[src/rtl/accum_drain.sv]
// Drains accumulator rows through a round/shift/saturate quantizer onto a valid/ready stream.
// Optional build macro ACCUM_DRAIN_RELU_EN zeroes negative partial sums before quantization.
module accum_drain #(
    parameter  int ACCUM_ROW  = 256,
    parameter  int DATA_WIDTH = 32,
    parameter  int OUT_WIDTH  = 8,
    localparam int ADDR_WIDTH = $clog2(ACCUM_ROW)
) (
    input  logic                  clk,
    input  logic                  rst,
    input  logic                  start,
    input  logic [ADDR_WIDTH:0]   num_rows,
    input  logic [4:0]            shift,
    output logic                  busy,
    output logic                  done,
    output logic                  acc_rd_en,
    output logic [ADDR_WIDTH-1:0] acc_rd_addr,
    input  logic [DATA_WIDTH-1:0] acc_rd_data,
    output logic                  out_valid,
    input  logic                  out_ready,
    output logic [OUT_WIDTH-1:0]  out_data,
    output logic                  out_last
);

    typedef enum logic [1:0] {
        S_IDLE,
        S_READ,
        S_FLUSH,
        S_DONE
    } state_t;

    localparam logic [ADDR_WIDTH:0] ROWS_MAX  = (ADDR_WIDTH + 1)'(ACCUM_ROW);
    localparam logic [4:0]          SHIFT_MAX = 5'(DATA_WIDTH - 1);
    localparam logic signed [DATA_WIDTH:0] SAT_MAX = (DATA_WIDTH + 1)'(2 ** (OUT_WIDTH - 1) - 1);
    localparam logic signed [DATA_WIDTH:0] SAT_MIN = -SAT_MAX - (DATA_WIDTH + 1)'(1);

    state_t                state;
    logic [ADDR_WIDTH-1:0] addr_q;
    logic [ADDR_WIDTH-1:0] last_addr_q;
    logic [4:0]            shift_q;

    logic [ADDR_WIDTH:0]          rows_clamped;
    logic [4:0]                   shift_clamped;
    logic signed [DATA_WIDTH:0]   q_ext;
    logic signed [DATA_WIDTH:0]   q_inc;
    logic signed [DATA_WIDTH:0]   q_shr;
    logic [OUT_WIDTH-1:0]         q_out;

    assign rows_clamped  = (num_rows > ROWS_MAX) ? ROWS_MAX : num_rows;
    assign shift_clamped = (shift > SHIFT_MAX) ? SHIFT_MAX : shift;

    // A new row may load whenever the output register is empty or draining this cycle.
    assign busy        = (state != S_IDLE);
    assign done        = (state == S_DONE);
    assign acc_rd_en   = (state == S_READ) && (!out_valid || out_ready);
    assign acc_rd_addr = (state == S_READ) ? addr_q : '0;

    // NOTE: every variable driven here gets a default first so no path leaves it unassigned and infers a latch.
    always_comb begin
        q_ext = {acc_rd_data[DATA_WIDTH-1], acc_rd_data};
`ifdef ACCUM_DRAIN_RELU_EN
        if (acc_rd_data[DATA_WIDTH-1]) q_ext = '0;
`endif
        q_inc = '0;
        if (shift_q != 5'd0) q_inc[shift_q - 5'd1] = 1'b1;
        q_shr = (q_ext + q_inc) >>> shift_q;
        q_out = q_shr[OUT_WIDTH-1:0];
        if (q_shr > SAT_MAX)      q_out = {1'b0, {(OUT_WIDTH - 1){1'b1}}};
        else if (q_shr < SAT_MIN) q_out = {1'b1, {(OUT_WIDTH - 1){1'b0}}};
    end

    // NOTE: state is updated with non-blocking assignments so all registers see pre-edge values.
    always_ff @(posedge clk or posedge rst) begin
        if (rst) begin
            state       <= S_IDLE;
            addr_q      <= '0;
            last_addr_q <= '0;
            shift_q     <= '0;
            out_valid   <= 1'b0;
            out_data    <= '0;
            out_last    <= 1'b0;
        end else begin
            case (state)
                S_IDLE: begin
                    if (start) begin
                        addr_q      <= '0;
                        shift_q     <= shift_clamped;
                        last_addr_q <= ADDR_WIDTH'(rows_clamped - (ADDR_WIDTH + 1)'(1));
                        state       <= (rows_clamped == '0) ? S_DONE : S_READ;
                    end
                end
                S_READ: begin
                    if (acc_rd_en) begin
                        out_data  <= q_out;
                        out_valid <= 1'b1;
                        out_last  <= (addr_q == last_addr_q);
                        addr_q    <= addr_q + ADDR_WIDTH'(1);
                        if (addr_q == last_addr_q) state <= S_FLUSH;
                    end
                end
                S_FLUSH: begin
                    if (out_valid && out_ready) begin
                        out_valid <= 1'b0;
                        out_last  <= 1'b0;
                        state     <= S_DONE;
                    end
                end
                S_DONE: begin
                    state <= S_IDLE;
                end
                default: state <= S_IDLE;
            endcase
        end
    end

endmodule

[config.mk]
export PLATFORM = sky130hd
export DESIGN_NAME = accum_drain
export DESIGN_NICKNAME = d
export VERILOG_FILES = /design/src/rtl/accum_drain.sv
export SDC_FILE = /design/constraint.sdc
export NUM_CORES = 1
export LEC_CHECK = 0
export ABC_AREA = 1
export BUFFER_PORTS_ARGS = -buffer_cell sky130_fd_sc_hd__buf_2
export CAP_MARGIN = 20
export CORE_MARGIN = 4
export CORE_UTILIZATION = 29
export DETAILED_ROUTE_END_ITERATION = 8
export HOLD_SLACK_MARGIN = 0.03
export PLACE_DENSITY_LB_ADDON = 0.3
export SETUP_SLACK_MARGIN = 0.5
export SYNTH_ARGS = -nofsm -noshare
export SYNTH_HDL_FRONTEND = slang
export SYNTH_SLANG_ARGS = --single-unit
[constraint.sdc]
create_clock -name clk -period 4.9 [get_ports clk]
set_clock_uncertainty 0.2 [all_clocks]
set_input_delay 0 -clock clk [delete_from_list [all_inputs] [get_ports clk]]
set_output_delay 0 -clock clk [all_outputs]
set_load 0.05 [all_outputs]
# --- After elaboration in Yosys (flattened, before gate mapping) ---
# Cells that the tools add are included.
# W data, S select, Z words.
op_classes:
  reduce_logical: 16
  addsub: 4
  shift: 1
  magnitude_cmp: 6
  muxes: 22
  eq_ne: 8
ops:
  columns: ["cell", "count"]
  rows:
  - ["$mux W8", 5]
  - ["$add A32 B33 Y33", 1]
  - ["$gt A33 B8 Y1 const B", 1]
  - ["$lt A33 B8 Y1 const B", 1]
  - ["$sshr A33 B5 Y33", 1]
  - ["$mux W32", 1]
  - ["$pmux W8 S2", 1]
  - ["$mux W2", 5]
  - ["$gt A9 B9 Y1 const B", 1]
  - ["$logic_not A9 Y1", 1]
  - ["$mux W9", 1]
  - ["$add A8 B1 Y8 const B", 1]
  - ["$eq A8 B8 Y1", 1]
  - ["$pmux W2 S4", 1]
  - ["$sub A8 B1 Y8 const B", 1]
  - ["$lt A5 B7 Y1 const B", 1]
  - ["$ne A2 B2 Y1 const B", 3]
  - ["$reduce_and A3 Y1", 2]
  - ["$reduce_bool A2 Y1", 3]
  - ["$demux W1 S5", 1]
  - ["$ge A5 B1 Y1 const B", 1]
  - ["$gt A5 B5 Y1 const B", 1]
  - ["$mux W5", 1]
  - ["$reduce_bool A5 Y1", 1]
  - ["12 further kinds", 20]
totals:
  ff_bits: 33

# --- Logic depth before layout (Yosys ltp) ---
logic_depth:
  word_depth: 11
  ltp_mapped: 40
  depth_no_buf: 39

# --- Least setup slack after synthesis ---
# Ideal clock, no wire load.
synth_timing:
  kind: "reg-to-reg"
  startpoint: "reg shift_q[4]"
  endpoint: "reg out_data[0]"
  required_ns: 4.582
  stages_incl_launch_ff: 37
  arrival_ns: 4.002
  setup_slack_ns: 0.580
  setup_ns: 0.118
  path_buffers: 3
  path_cell_list: "dfrtp_1 > clkbuf_1 > clkinv_1 > buf_2 > buf_1 > nor3_1 > or2_2 > nor2_1 > nand2_1 > nor2_1 > ha_1 > nand2_1 > inv_1 > nand2_1 > inv_1 > nand2_1 > inv_1 > a21oi_1 > nand2_1 > nand2_1 > nand3_1 > nand3_1 > nand3_1 > nand2_1 > nand2_1 > nand2_1 > nand2_1 > nand2_1 > nand2_1 > nor2_2 > nand2_1 > nor2_1 > nand2_1 > nand3_2 > nand2_1 > nand2_1 > nand2_1"
synth_via:
  elab_chain_len: 11
synth_lines:
  columns: ["element", "line", "source"]
  rows:
  - ["from (decl)", "40", "logic [4:0] shift_q;"]
  - ["from (signal assigned)", "87", "shift_q <= shift_clamped;"]
  - ["$sub A5 B1 Y5", "65", "if (shift_q != 5'd0) q_inc[shift_q - 5'd1] = 1'b1;"]
  - ["$lt A5 B7 Y1 (implied by the code) / $ge A5 B1 Y1 (equally long branches)", "65", null]
  - ["$logic_and A1 B1 Y1 (implied by the code)", "65", null]
  - ["$mux W1 (implied by the code)", "65", null]
  - ["$demux W1 S5", "65", null]
  - ["$mux W32", "65", null]
  - ["$add A32 B33 Y33", "66", "q_shr = (q_ext + q_inc) >>> shift_q;"]
  - ["$sshr A33 B5 Y33 *", "66", null]
  - ["$lt A33 B8 Y1", "69", "else if (q_shr < SAT_MIN) q_out = {1'b1, {(OUT_WIDTH - 1){1'b0}}};"]
  - ["$mux W8", "69", null]
  - ["$mux W8 *", "68", "if (q_shr > SAT_MAX) q_out = {1'b0, {(OUT_WIDTH - 1){1'b1}}};"]
  - ["to (signal assigned)", "94", "out_data <= q_out;"]
  - ["to (decl)", "21", "output logic [OUT_WIDTH-1:0] out_data,"]
# Mark *: on every way between the ends. The rest lies on a longest branch, timed or not.
# A chain may end at the register's enable or synchronous reset.

# --- Worst setup path in the final report ---
layout_timing:
  startpoint: "reg shift_q[1]"
  endpoint: "reg out_data[4]"
# The elaborated chain is that of the path after synthesis.

==> results.py <==
metrics = {
    "global_route": {
        "grt_first_pass_wirelength_um": 43000,
        "grt_max_degree": 41,
        "grt_usage_pct": 18.3,
        "grt_antenna_before_repair": 0,
        "grt_overflow": 0,
        "grt_pass1_vias": 8600,
    },
    "drt": {
        "drt-initial-drc-count": 847,
        "dr.pass1.iters": 5,
        "final_antenna_net_count": 0,
        "vias_per_cell": 5.03,
        "vias": 9306,
        "wl_um": 27500,
        "drc": 0,
        "post_drt_wl_per_cell_um": 14.9,
    },
    "floorplan": {
        "io_pins": 71,
        "dieArea_um2": 27700,
        "rows": 57,
        "die_h_um": 167,
        "coreArea_um2": 24500,
        "die_x_um": 167,
        "start_util_pct": 29.7,
    },
    "pwr": {
        "total_power_mw": 6.10,
        "leakage_nw": 5.39,
        "power_density_nw_per_um2": 595,
        "ir_worst_vdd_mv": 0.350,
    },
    "setup_path": {
        "crit_required_ns": 4.87,
        "rr_startpoint": "shift_q[1]$_DFFE_PP0P_",
        "r2r_slack_ns": 0.47,
        "r2r-end": "out_data[4]$_DFFE_PP0P_",
        "slowest_stage": "dfrtp_2",
        "critPathMaxStageDelay_ns": 0.44,
        "cp_num_buf_inv": 4,
        "critical_path.endpoint_type": "flip-flop",
        "arrival_ns": 4.40,
        "path_max_fanout": 7,
        "crit_top_cell": "nand2_1",
        "reg2regPathDepth": 32,
        "critical-path-top-delay-family": "simple AND/OR/NAND/NOR gates",
        "path_class": "flip-flop to flip-flop",
        "startpoint_type": "flip-flop",
    },
    "clock_network": {
        "cts_tree": "yes",
        "path_clk_slew_ns": 0.06,
        "cts_sinks": 33,
        "clk-insertion-delay-late_ns": 0.28,
        "cts_buffers": 5,
        "clockBufferDepth": 2,
        "h-tree-depth": 2,
        "cts_root_buf": "clkbuf_16",
    },
    "synth": {
        "synth_top_cells_by_count": "549 x nand2_1, 242 x nand3_1, 190 x inv_1",
        "ys_async_sr_fraction_pct": 100,
        "synthTopCellsByArea": "nand2_1 28%, nand3_1 17%, dfrtp_1 11%, inv_1 9.8%, ha_1 6.7%",
        "synth_top_area_cell": "nand2_1",
        "yosysTopAreaCellShare_pct": 28.3,
        "yosys.cell_count.top_type": "nand2_1",
        "ys_ff_latch": 33,
        "synthCells": 1411,
        "synth-seq-area-share_pct": 11.3,
        "syn_avg_cell_area_um2": 5.17,
        "synth.distinct_cells": 45,
        "syn_nets": 1501,
        "synth.cell_area_um2": 7290,
        "yosys_warnings": 0,
        "synth-main-ff-cell": "dfrtp_1",
        "synth-edff-count": 0,
    },
    "sta": {
        "rsz0062_at_grt": "yes",
        "setup-violations-final": 0,
        "clock.fmax_mhz": 226,
        "fin_crit_ns": 4.43,
        "max_slew_margin_pct": 46.3,
        "maxSlewViolCount": 0,
        "tns_ns": 0,
        "hold_ws_ns": 0.0367,
        "hold_viol_final": 0,
        "worstMarginPinSlew_ns": 0.805,
        "finalWorstSetupSlack_ns": 0.472,
        "finalCritPeriodShare_pct": 90.4,
    },
    "cells_and_area": {
        "fillCellCount": 2623,
        "area_growth_syn_to_layout_pct": 40.6,
        "final_util_pct": 41.8,
        "nNetsFinal": 1615,
        "instances_no_fill": 1850,
        "drive_gt1_share_pct": 30.5,
        "num_antenna_cells": 0,
        "final_cell_area_um2": 10300,
    },
    "run": {
        "maxCapViolCount": 0,
    },
    "min_path": {
        "hold_path_end": "out_valid$_DFFE_PP0P_",
        "hold_depth": 6,
        "hold_path_class": "input pin to flip-flop",
        "min_from": "out_ready",
    },
    "run_status": {
        "status": "finished, final reports clean",
    },
    "placed_design": {
        "dp_cells": 1787,
        "gp_congestion": 0.951,
        "io_buffer_count": 70,
        "placed_area_um2": 8030,
        "dpl_worst_slack_ns": 0.100,
        "dp_hpwl_um": 20800,
    },
}
[what timing repair did]
action / in CTS / in global routing
endpoints found under the setup margin: 7 / 7
gates resized for setup: 125 / 248
endpoints found under the hold margin: 48 / 0
setup buffers: 14 / 18
pin swaps: 43 / 78
hold buffers: 20 / 0
gates cloned: 0 / 3
[sequential cells by signal, summed over array words and instances, names as in the netlist]
name         flops
addr_q           8
out_valid        1
out_last         1
last_addr_q      8
out_data         8
state            2
shift_q          5
[how the worst max path moves through the flow]
stage,start,to,slack [ns],cells past startpoint
floorplan,shift_q[4]$_DFFE_PP0P_,out_data[0]$_DFFE_PP0P_,0.58,36
CTS,shift_q[0]$_DFFE_PP0P_,out_data[6]$_DFFE_PP0P_,0.50,35
global route,shift_q[1]$_DFFE_PP0P_,out_data[2]$_DFFE_PP0P_,0.18,34
global placement,shift_q[2]$_DFFE_PP0P_,out_data[4]$_DFFE_PP0P_,0.13,33
finish,shift_q[1]$_DFFE_PP0P_,out_data[4]$_DFFE_PP0P_,0.47,32
detailed placement,shift_q[1]$_DFFE_PP0P_,out_data[4]$_DFFE_PP0P_,0.10,33
[cell usage in the layout (no fill, tap or decap), types with 9 or more instances in the layout]
cell type,count
nand4_1,14
xor2_1,19
ha_2,9
o21ai_0,28
inv_1,179
inv_2,17
nor2_2,25
nor2_4,18
ha_4,10
nand3_1,156
nand2_2,88
ha_1,20
nand3_4,35
dfrtp_1,29
dlygate4sd3_1,20
a21oi_1,18
buf_4,48
nor2_1,72
nand2_4,18
nand2_1,460
buf_2,70
nand3_2,73
[cells by family after synthesis]
group	share of synthesized area, %
compound gates	6.13
simple gates	59.2
xor+xnor	3.36
flops	11.3
other cells	0.0514
fa+ha+maj	6.97
buf+inv	13.0
[tightest hold or removal path: stages]
cell and delay (ns):
buf_2 0.10, nand2_1 0.05, nand2_1 0.04, nand2_1 0.09, a21oi_1 0.06, o21ai_0 0.13
[cell type report]
type | count | area, um^2 | area share (%)
multi-input cells | 1134 | 7040 | 68.6
repair buffers | 146 | 1060 | 10.3
flip-flops and latches | 33 | 831 | 8.10
inverters | 205 | 777 | 7.58
well taps | 324 | 405 | 3.95
clock buffers | 5 | 125 | 1.22
clock inverters | 3 | 17.5 | 0.171
[power breakdown]
part	total, mW	internal [mW]	switching [mW]
clock network	0.306	0.186	0.120
registers	0.502	0.384	0.118
logic	5.30	1.81	3.49
[metal layers]
metal | track usage, % | wire length, um
met1 | 24.9 | 12500
met2 | 31.8 | 13100
met3 | 1.30 | 1350
met4 | 3.91 | 561
met5 | 0 | 0
No activity file was read; power rests on OpenSTA's default activity.
